===== config.mk =====
export PLATFORM = sky130hd
export DESIGN_NAME = ir_sample_seq
export DESIGN_NICKNAME = d
export VERILOG_FILES = /design/src/rtl/ir_pkg.sv /design/src/rtl/ir_bank.sv /design/src/rtl/ir_sample_seq.sv
export SDC_FILE = /design/constraint.sdc
export NUM_CORES = 1
export LEC_CHECK = 0
export CAP_MARGIN = 20
export CORE_MARGIN = 4
export CORE_UTILIZATION = 60
export DETAILED_ROUTE_END_ITERATION = 8
export GPL_TIMING_DRIVEN = 0
export HOLD_SLACK_MARGIN = 0.06
export MAX_ROUTING_LAYER = met4
export PLACE_DENSITY = 0.79
export SLEW_MARGIN = 20
export SYNTH_ARGS = -nofsm -noshare
export SYNTH_HDL_FRONTEND = slang
export SYNTH_SLANG_ARGS = --single-unit

===== constraint.sdc =====
create_clock -name clk -period 3.9 [get_ports clk]
set_clock_uncertainty 0.2 [all_clocks]
set_input_delay 0.78 -clock clk [delete_from_list [all_inputs] [get_ports clk]]
set_output_delay 0.78 -clock clk [all_outputs]
set_load 0.01 [all_outputs]

===== src/rtl/ir_pkg.sv =====
// Shared types and constants for the IR scan sequencer: FSM state encoding,
// channel count/width and the default A2D result width.
package ir_pkg;

  typedef enum logic [2:0] {
    IDLE,
    SETTLE,
    CONV,
    WAIT,
    DONE
  } ir_state_t;

  localparam int IR_NUM_CH = 8;
  localparam int IR_CH_W   = 3;
  localparam int IR_DW_DEF = 12;

  // Counter width able to hold 0..n-1, never narrower than one bit.
  function automatic int cnt_w(input int n);
    return (n > 1) ? $clog2(n) : 1;
  endfunction

endpackage


===== src/rtl/ir_bank.sv =====
// Shadow/readout register bank: conversions land in shadow, a commit strobe
// copies the whole shadow into the readout bank seen through the sel mux.
module ir_bank
  import ir_pkg::*;
#(
  parameter int DW = IR_DW_DEF
) (
  input  logic               clk,
  input  logic               rst,
  input  logic               wr_en,
  input  logic [IR_CH_W-1:0] wr_addr,
  input  logic [DW-1:0]      wr_data,
  input  logic               commit,
  input  logic [IR_CH_W-1:0] sel,
  output logic [DW-1:0]      rd_data
);

  logic [DW-1:0] bank_word [IR_NUM_CH];

  for (genvar gi = 0; gi < IR_NUM_CH; gi++) begin : g_entry
    logic [DW-1:0] shadow_reg;
    logic [DW-1:0] bank_reg;

    always_ff @(posedge clk) begin
      if (rst) begin
        shadow_reg <= '0;
        bank_reg   <= '0;
      end else begin
        if (wr_en && (wr_addr == IR_CH_W'(gi))) begin
          shadow_reg <= wr_data;
        end
        if (commit) begin
          bank_reg <= shadow_reg;
        end
      end
    end

    assign bank_word[gi] = bank_reg;
  end

  assign rd_data = bank_word[sel];

endmodule


===== src/rtl/ir_sample_seq.sv =====
// Periodic IR scan sequencer: settle, eight A2D conversions, commit, IR_vld.
// Define IR_DBL_SAMPLE_EN to convert each channel twice and store the average.
module ir_sample_seq
  import ir_pkg::*;
#(
  parameter int PERIOD = 50000,
  parameter int SETTLE = 256,
  parameter int DW     = IR_DW_DEF
) (
  input  logic               clk,
  input  logic               rst,
  input  logic               en,
  output logic               IR_en,
  output logic               strt_cnv,
  output logic [IR_CH_W-1:0] chnnl,
  input  logic               cnv_cmplt,
  input  logic [DW-1:0]      res,
  input  logic [IR_CH_W-1:0] sel,
  output logic [DW-1:0]      ir_rd,
  output logic               IR_vld,
  output logic               busy
);

  localparam int TW = cnt_w(PERIOD);
  localparam int SW = cnt_w(SETTLE);

  ir_state_t          state_reg, state_next;
  logic [TW-1:0]      timer_reg;
  logic [SW-1:0]      settle_reg;
  logic [IR_CH_W-1:0] ch_reg;
  logic               tc;
  logic               last_ch;
  logic               wr_en;
  logic               commit;
  logic [DW-1:0]      wr_data;

  assign tc      = (timer_reg == TW'(PERIOD - 1));
  assign last_ch = (ch_reg == IR_CH_W'(IR_NUM_CH - 1));

`ifdef IR_DBL_SAMPLE_EN
  logic [DW-1:0] first_reg;
  logic          second_reg;
  logic [DW:0]   pair_sum;

  // Average in DW+1 bits so the carry is kept, then drop the LSB (truncate).
  assign pair_sum = {1'b0, first_reg} + {1'b0, res};
  assign wr_data  = pair_sum[DW:1];
`else
  assign wr_data  = res;
`endif

  always_ff @(posedge clk) begin
    if (rst) begin
      state_reg  <= IDLE;
      timer_reg  <= '0;
      settle_reg <= '0;
      ch_reg     <= '0;
`ifdef IR_DBL_SAMPLE_EN
      first_reg  <= '0;
      second_reg <= 1'b0;
`endif
    end else begin
      state_reg <= state_next;
      // Free-running in every state; terminal counts during a scan are dropped.
      timer_reg <= tc ? '0 : timer_reg + 1'b1;
      case (state_reg)
        IDLE: begin
          settle_reg <= '0;
          ch_reg     <= '0;
`ifdef IR_DBL_SAMPLE_EN
          second_reg <= 1'b0;
`endif
        end
        ir_pkg::SETTLE: begin
          settle_reg <= settle_reg + 1'b1;
        end
        WAIT: begin
          if (cnv_cmplt) begin
`ifdef IR_DBL_SAMPLE_EN
            if (!second_reg) begin
              first_reg  <= res;
              second_reg <= 1'b1;
            end else begin
              second_reg <= 1'b0;
              if (!last_ch) ch_reg <= ch_reg + 1'b1;
            end
`else
            if (!last_ch) ch_reg <= ch_reg + 1'b1;
`endif
          end
        end
        default: ;
      endcase
    end
  end

  always_comb begin
    state_next = state_reg;
    IR_en      = 1'b0;
    strt_cnv   = 1'b0;
    chnnl      = '0;
    IR_vld     = 1'b0;
    busy       = (state_reg != IDLE);
    wr_en      = 1'b0;
    commit     = 1'b0;
    case (state_reg)
      IDLE: begin
        if (tc && en) state_next = ir_pkg::SETTLE;
      end
      ir_pkg::SETTLE: begin
        IR_en = 1'b1;
        if (settle_reg == SW'(SETTLE - 1)) state_next = CONV;
      end
      CONV: begin
        IR_en      = 1'b1;
        strt_cnv   = 1'b1;
        chnnl      = ch_reg;
        state_next = WAIT;
      end
      WAIT: begin
        IR_en = 1'b1;
        chnnl = ch_reg;
        if (cnv_cmplt) begin
`ifdef IR_DBL_SAMPLE_EN
          if (!second_reg) begin
            state_next = CONV;
          end else begin
            wr_en      = 1'b1;
            state_next = last_ch ? DONE : CONV;
          end
`else
          wr_en      = 1'b1;
          state_next = last_ch ? DONE : CONV;
`endif
        end
      end
      DONE: begin
        IR_vld     = 1'b1;
        commit     = 1'b1;
        state_next = IDLE;
      end
      default: state_next = IDLE;
    endcase
  end

  ir_bank #(
    .DW(DW)
  ) u_bank (
    .clk    (clk),
    .rst    (rst),
    .wr_en  (wr_en),
    .wr_addr(ch_reg),
    .wr_data(wr_data),
    .commit (commit),
    .sel    (sel),
    .rd_data(ir_rd)
  );

endmodule


# Yosys cells after proc, flatten, opt, wreduce, memory -nomap -nowiden
# Index checks and enable logic that the tools add are counted.
dict set report op_classes {
  n_addsub 3
  order_cmp 1
  n_eq_ne 17
  muxes 18
  n_bitwise 1
  n_reduce_logical 19
}
# cell n
set op_table {}
lappend op_table {{binary-select mux 12 bit (select 3 bit)} 1}
lappend op_table {{two-way mux 12 bit} 2}
lappend op_table {{two-way mux 3 bit} 7}
lappend op_table {{adder 16 x 1 -> 16 bit (second input constant)} 1}
lappend op_table {{== test 16 bit (second input constant)} 1}
lappend op_table {{case mux 8 bit (2 select lines)} 1}
lappend op_table {{== test 3 bit (second input constant)} 5}
lappend op_table {{== test 3 x 2 -> 1 bit (second input constant)} 4}
lappend op_table {{case mux 3 bit (4 select lines)} 1}
lappend op_table {{logical AND 1 bit} 9}
lappend op_table {{adder 8 x 1 -> 8 bit (second input constant)} 1}
lappend op_table {{== test 8 bit (second input constant)} 1}
lappend op_table {{inequality test 2 bit (second input constant)} 4}
lappend op_table {{== test 3 x 1 -> 1 bit (second input constant)} 2}
lappend op_table {{logical NOT 3 bit} 2}
lappend op_table {{case mux 3 bit (2 select lines)} 1}
lappend op_table {{AND reduction 3 bit} 2}
lappend op_table {{two-way mux 1 bit} 5}
lappend op_table {{>= comparator 4 bit (second input constant)} 1}
lappend op_table {{inverter 3 -> 4 bit} 1}
lappend op_table {{nonzero test 2 bit} 2}
lappend op_table {{OR reduction 2 bit} 2}
lappend op_table {{adder 3 x 1 -> 3 bit (second input constant)} 1}
lappend op_table {{nonzero test 3 bit} 1}
lappend op_table {{OR reduction 3 bit} 1}
dict set report totals {
  ff_bits 222
  out_inout_bits 19
}

# Longest topological paths before layout
# Gate-level depths: netlist of the first run.
dict set report logic_depth {
  depth_word 4
  mapped_depth 8
  ltp_nobuf 6
}

# By module
# Synthesis of the first run repeated with hierarchy kept, for this count alone.
dict set report unflattened {
  hier_cells 977
  area_unflattened_um2 9111.2
}
# module instances cells_each area_each_um2 seq_area_each_um2
set modules_own_cells {}
lappend modules_own_cells {ir_bank 1 795 7597.3 3843.7}
lappend modules_own_cells {ir_sample_seq 1 182 1514.0 600.6}

# Least setup slack after synthesis of the first run
# Ideal clock, no wire load.
dict set report synth_path {
  kind {input port to output port}
  start {input port sel[0]}
  end {output port ir_rd[10]}
  arrival_time_ns 2.088
  setup_slack_ns 0.832
  stages 5
  path_buffers 3
  path_cell_list {buf_2 > buf_2 > buf_2 > mux4_2 > mux2_2}
}
dict set report synth_between {
  elab_chain_len 4
}
# item line
set synth_rtl {}
lappend synth_rtl {{start: declaration} ir_sample_seq.sv:18} ;# input logic [IR_CH_W-1:0] sel,
lappend synth_rtl {{inverter 3 -> 4 bit (not written as such)} ir_bank.sv:41} ;# assign rd_data = bank_word[sel];
lappend synth_rtl {{binary-select mux 12 bit (select 3 bit)} ir_bank.sv:41}
lappend synth_rtl {{two-way mux 12 bit (not written as such) (2 in series)} ir_bank.sv:41}
lappend synth_rtl {{end: declaration} ir_sample_seq.sv:19} ;# output logic [DW-1:0] ir_rd,
# No other way between the ends. The select of a mux whose other input is x is not followed.

# Worst setup path after layout of the first run
dict set report layout_path {
  start {input port sel[1]}
  end {output port ir_rd[7]}
}
# Same word-level chain as after synthesis.

==> impl_metrics.py, run 1 <==
metrics = {
    "status": {
        "run_status": "finished clean",
    },
    "cells_and_area": {
        "antenna_cells": 0,
        "utilization_pct": 69.4,
        "drive_gt1_share_pct": 8.99,
        "nets": 1112,
        "syn_to_final_growth_pct": 13.8,
        "final_area_um2": 10100,
        "fill_cells": 1188,
        "final_common_cell": "nand2_1",
        "fin_cells": 1285,
        "layout_common_cells": "316 x nand2_1, 222 x dfxtp_1, 164 x a21oi_1",
    },
    "yosys": {
        "syn_avg_cell_area_um2": 8.55,
        "synth_seq_cells": 222,
        "ys.warnings.count": 0,
        "syn_area_um2": 8870,
        "synth_top_area_share_pct": 50.1,
        "synth_nets": 1065,
        "synthArstFlopShare_pct": 0,
        "synth-edff-count": 0,
        "yosys.area.top_type": "dfxtp_1",
        "syn_inst": 1038,
        "synth_flop_cell": "dfxtp_1",
        "yosys-top-cells-area": "dfxtp_1 50%, nand2_1 13%, a21oi_1 9.3%, mux4_2 6.1%, mux2i_1 4.1%",
        "netlist-cell-type-count": 50,
        "seq_area_frac_synth_pct": 50.1,
    },
    "global_route": {
        "first_global_vias": 6879,
        "grt_pass1_wl_mm": 36.5,
        "grt_max_degree": 14,
        "grt_use_total_pct": 28.5,
        "antenna_found_initial": 0,
        "grt_overflow": 0,
    },
    "placement": {
        "placed_area_um2": 9330,
        "gp_congestion": 0.904,
        "place_inst": 1245,
        "io_buffer_count": 23,
        "hpwl_mm": 15.9,
        "preCtsSetupSlack_ns": 0.0349,
    },
    "timing": {
        "rsz0062_at_grt": "false",
        "fmax_mhz": 263,
        "fin_ws_ns": 0.102,
        "timing.final.crit_share_pct": 97.4,
        "slew_violations": 0,
        "holdWs_ns": 0.240,
        "setup_tns_ns": 0,
        "hold_viol": 0,
        "worstMarginPinSlew_ns": 0.787,
        "relSlewSlack_pct": 47.5,
        "finalSetupViolCount": 0,
        "min_period_ns": 3.80,
    },
    "routing": {
        "post_drt_wl_per_cell_um": 18.1,
        "highest_layer": "met4",
        "wirelength_mm": 23.3,
        "wl_met3_mm": 2.07,
        "ant_nets": 0,
        "drc_errors": 0,
        "via_count": 7455,
        "wl_met2_mm": 10.5,
        "first_pass_iters": 6,
        "wl_met1_mm": 10.2,
        "via_per_inst": 5.80,
        "drtIter0Drc": 817,
    },
    "cts": {
        "tritoncts": "done",
        "clkSlewWorstSetupHoldPaths_ns": 0.06,
        "cts_max_level": 1,
        "cts_buffer_depth": 3,
        "cts_hold_buf": 0,
        "cts_made_buffers": 23,
        "clk_latency_ns": 0.50,
        "cts_root_buf": "clkbuf_16",
        "ctsResizeCount": 0,
        "clkSinkCount": 222,
        "cts_setup_buffers": 0,
    },
    "critical_path": {
        "cp_data_required_time_ns": 2.92,
        "end_kind": "primary output",
        "arrival_ns": 2.82,
        "crit_type": "in -> out",
        "startpoint_type": "primary input",
        "crit_fanout": 10,
    },
    "power_and_ir_drop": {
        "peakVddDrop_mv": 0.336,
        "power_mw": 4.60,
        "power_density_nw_per_um2": 456,
        "p_leak_nw": 3.63,
    },
    "floorplanning": {
        "fp.dieW_um": 130,
        "rows": 44,
        "core_area_um2": 14500,
        "io_pins": 38,
        "die_y_um": 130,
        "dieArea_um2": 16800,
        "start_util_pct": 61.0,
    },
    "min_path": {
        "hold_path_class": "reg -> reg",
    },
    "job": {
        "drv_cap": 0,
    },
}
-- power by group --
group / switching, mW / total (mW) / internal [mW]
sequential: 0.00268 / 2.27 / 2.27
combinational: 0.0946 / 0.126 / 0.0311
clock: 0.873 / 2.20 / 1.33
total: 0.970 / 4.60 / 3.63
-- critical path, stage by stage --
cell and delay (ns):
buf_2 0.22, clkbuf_4 0.32, buf_2 0.31, mux4_2 0.39, mux2_2 0.30, clkdlybuf4s50_1 0.49
-- layout make-up --
| class | instances | area [um^2] | share of cell area [%] |
|---|---|---|---|
| Buffer | 83 | 345 | 3.42 |
| Clock buffer | 35 | 681 | 6.74 |
| Clock inverter | 6 | 80.1 | 0.793 |
| Inverter | 8 | 30.0 | 0.298 |
| Multi-Input combinational cell | 724 | 4050 | 40.2 |
| Sequential cell | 222 | 4440 | 44.0 |
| Tap cell | 184 | 230 | 2.28 |
| Timing Repair Buffer | 23 | 230 | 2.28 |
-- cell families after synthesis --
kind of cell               count (synthesis)  synth area share (%)
and+or+nand+nor                          453                  21.2
DFF                                      222                  50.1
AOI/OAI and AO/OA                        179                  10.4
buffers and inverters                     92                  4.22
muxes                                     73                  11.8
xor gates and xnor gates                  11                  1.09
adders and majority gates                  8                  1.13
-- metal layers --
layer  up-vias  global-route usage [%]
met5         -                       -
met4         0                    8.25
met3        47                    5.69
met2       290                    42.6
met1      3561                    39.5
li1       3557                       -
-- synth_stat cells, types with 2 or more instances --
cell and instances:
nand2_1 316, dfxtp_1 222, a21oi_1 164, nor2_1 67, clkbuf_1 60, mux2i_1 36, nand3_1 26, mux4_2 24
buf_2 14, mux2_2 13, buf_1 8, ha_1 8, nor3_1 8, inv_1 7, and2_1 6, xnor2_1 6
o21ai_0 5, xor2_1 5, and3_1 3, nor4_1 3, a22oi_1 2, a311oi_1 2, and4b_1 2, nand4_1 2
nand4b_1 2, or2_2 2, or3_2 2
-- final timing paths --
check                                               endpoint                                    startpoint  depth (start not counted)  slack (ns)
setup / recovery                                    ir_rd[7]                                        sel[1]                          6        0.10
hold / removal    u_bank.g_entry[2].bank_reg[7]$_SDFFE_PP0P_  u_bank.g_entry[2].shadow_reg[7]$_SDFFE_PP0P_                          2        0.24
setup reg to reg  u_bank.g_entry[7].bank_reg[8]$_SDFFE_PP0P_                     state_reg[2]$_SDFFE_PP0P_                          7        1.19
hold reg to reg   u_bank.g_entry[2].bank_reg[7]$_SDFFE_PP0P_  u_bank.g_entry[2].shadow_reg[7]$_SDFFE_PP0P_                          2        0.24
Power figures use the tool's default switching activity.
==> inputs of run 2 (changes only) <==
Settings changed: SETUP_SLACK_MARGIN set to 0.4.
==> impl_metrics.py, run 2 (synthesis results as in run 1) <==
metrics = {
    "timing": {
        "setup_tns_ns": 0,
        "hold_viol": 0,
        "finalSetupViolCount": 0,
        "rsz0062_at_grt": "true",
        "fmax_mhz": 289,
        "fin_ws_ns": 0.444,
        "worstMarginPinSlew_ns": 0.778,
        "min_period_ns": 3.46,
        "relSlewSlack_pct": 48.1,
        "timing.final.crit_share_pct": 88.6,
        "slew_violations": 0,
    },
    "power_and_ir_drop": {
        "p_seq_share_pct": 49.3,
        "power_frac_comb_pct": 2.8,
        "peakVddDrop_mv": 0.337,
        "p_leak_nw": 3.70,
        "power_switching_share_pct": 21.1,
        "pwr-share-clk_pct": 47.8,
        "power_density_nw_per_um2": 454,
        "p_sw_uw": 972,
        "internal_power_mw": 3.64,
    },
    "critical_path": {
        "arrival_ns": 2.48,
        "ff2ff_setup_slack_ns": 1.52,
        "cp_data_required_time_ns": 2.92,
        "startpoint_type": "primary input",
        "crit_fanout": 10,
        "reg2regPathDepth": 7,
        "reg2reg_from": "state_reg[1]$_SDFFE_PP0P_",
        "r2r-end": "u_bank.g_entry[7].bank_reg[8]$_SDFFE_PP0P_",
        "crit_type": "in -> out",
        "end_kind": "primary output",
    },
    "routing": {
        "via_per_inst": 5.76,
        "ant_nets": 0,
        "post_drt_wl_per_cell_um": 18.2,
        "first_pass_iters": 5,
        "wirelength_mm": 23.4,
        "via_count": 7411,
        "drc_errors": 0,
        "drtIter0Drc": 860,
    },
    "global_route": {
        "first_global_vias": 6896,
        "grt_pass1_wl_mm": 36.6,
        "antenna_found_initial": 0,
        "grt_overflow": 0,
        "grt_max_degree": 14,
        "grt_use_total_pct": 28.6,
    },
    "placement": {
        "hpwl_mm": 15.9,
        "io_buffer_count": 23,
        "place_inst": 1245,
        "preCtsSetupSlack_ns": 0.0349,
        "gp_congestion": 0.904,
        "placed_area_um2": 9330,
    },
    "floorplanning": {
        "rows": 44,
        "fp.dieW_um": 130,
        "dieArea_um2": 16800,
        "die_y_um": 130,
        "core_area_um2": 14500,
        "start_util_pct": 61.0,
        "io_pins": 38,
    },
    "min_path": {
        "hold_path_class": "reg -> reg",
        "hp-start": "u_bank.g_entry[2].shadow_reg[7]$_SDFFE_PP0P_",
        "hold_end": "u_bank.g_entry[2].bank_reg[7]$_SDFFE_PP0P_",
        "min_path_cells": 2,
    },
    "status": {
        "run_status": "finished clean",
    },
    "cts": {
        "cts_made_buffers": 23,
        "clkSinkCount": 222,
        "clk_latency_ns": 0.50,
        "cts_max_level": 1,
        "cts_root_buf": "clkbuf_16",
        "clkSlewWorstSetupHoldPaths_ns": 0.06,
        "cts_buffer_depth": 3,
        "tritoncts": "done",
        "cts_hold_buf": 0,
        "cts_setup_buffers": 0,
    },
    "cells_and_area": {
        "utilization_pct": 69.9,
        "final_common_cell": "nand2_1",
        "nets": 1113,
        "antenna_cells": 0,
        "syn_to_final_growth_pct": 14.5,
        "drive_gt1_share_pct": 9.35,
        "fill_cells": 1173,
        "final_area_um2": 10200,
        "layout_common_cells": "315 x nand2_1, 222 x dfxtp_1, 164 x a21oi_1",
        "fin_cells": 1286,
    },
    "job": {
        "drv_cap": 0,
    },
}
## run 2: cell count changes in the layout (fill, tap and decap cells not counted), sizes merged
cell	delta
buf	+4
clkbuf	-3
clkdlybuf4s50	-2
dlymetal6s2s	+2
## run 2: worst max-delay path by stage
stage                     end                      start  slack (ns)  cells past startpoint
global placement     ir_rd[7]                     sel[1]        0.04                      6
global route           IR_vld  state_reg[1]$_SDFFE_PP0P_        0.40                      6
CTS                  ir_rd[7]                     sel[0]        0.40                      5
detailed placement   ir_rd[7]                     sel[1]        0.03                      6
finish               ir_rd[5]                     sel[2]        0.44                      4
floorplan           ir_rd[10]                     sel[0]        0.83                      5
## run 2: final cells by class
cell class | count | area [um^2] | share of cell area [%]
sequential | 222 | 4440 | 43.8
multi-input combinational | 724 | 4060 | 39.9
clock buffer | 35 | 681 | 6.70
buffer | 84 | 398 | 3.92
timing repair buffer | 23 | 235 | 2.32
tap | 184 | 230 | 2.27
clock inverter | 6 | 80.1 | 0.789
inverter | 8 | 30.0 | 0.296
## run 2: power groups by stage
| stage | logic, mW | clock network (mW) | registers (mW) |
|---|---|---|---|
| floorplan | 0.0746 | 0 | 2.32 |
| finish | 0.131 | 2.21 | 2.27 |
| CTS | 0.126 | 2.22 | 2.27 |
| global placement | 0.121 | 0 | 2.32 |
| global route | 0.139 | 2.32 | 2.27 |
| detailed placement | 0.122 | 0 | 2.32 |
## run 2: worst max-delay path: stages
cell and delay, ns:
clkdlybuf4s50_1 0.60, buf_4 0.23, mux2_2 0.37, clkdlybuf4s50_1 0.48
## run 2: metal layers
layer  wire, um  global-route usage [%]  up-vias
met1      10100                    39.6     3493
met4        548                    8.37        0
met5          0                       -        -
met2      10600                    42.8      323
met3       2230                    5.69       46
li1           -                       -     3549
## run 2: through the flow
step | hold slack, ns | total power [mW]
floorplan | 0.230 | 2.40
global placement | 0.237 | 2.44
detailed placement | 0.243 | 2.44
CTS | 0.247 | 4.61
global route | 0.263 | 4.73
finish | 0.242 | 4.61
## run 2: repair_timing
item,CTS,global route
gates resized for setup,12,13
pin swaps,0,0
endpoints found under the setup margin,13,11
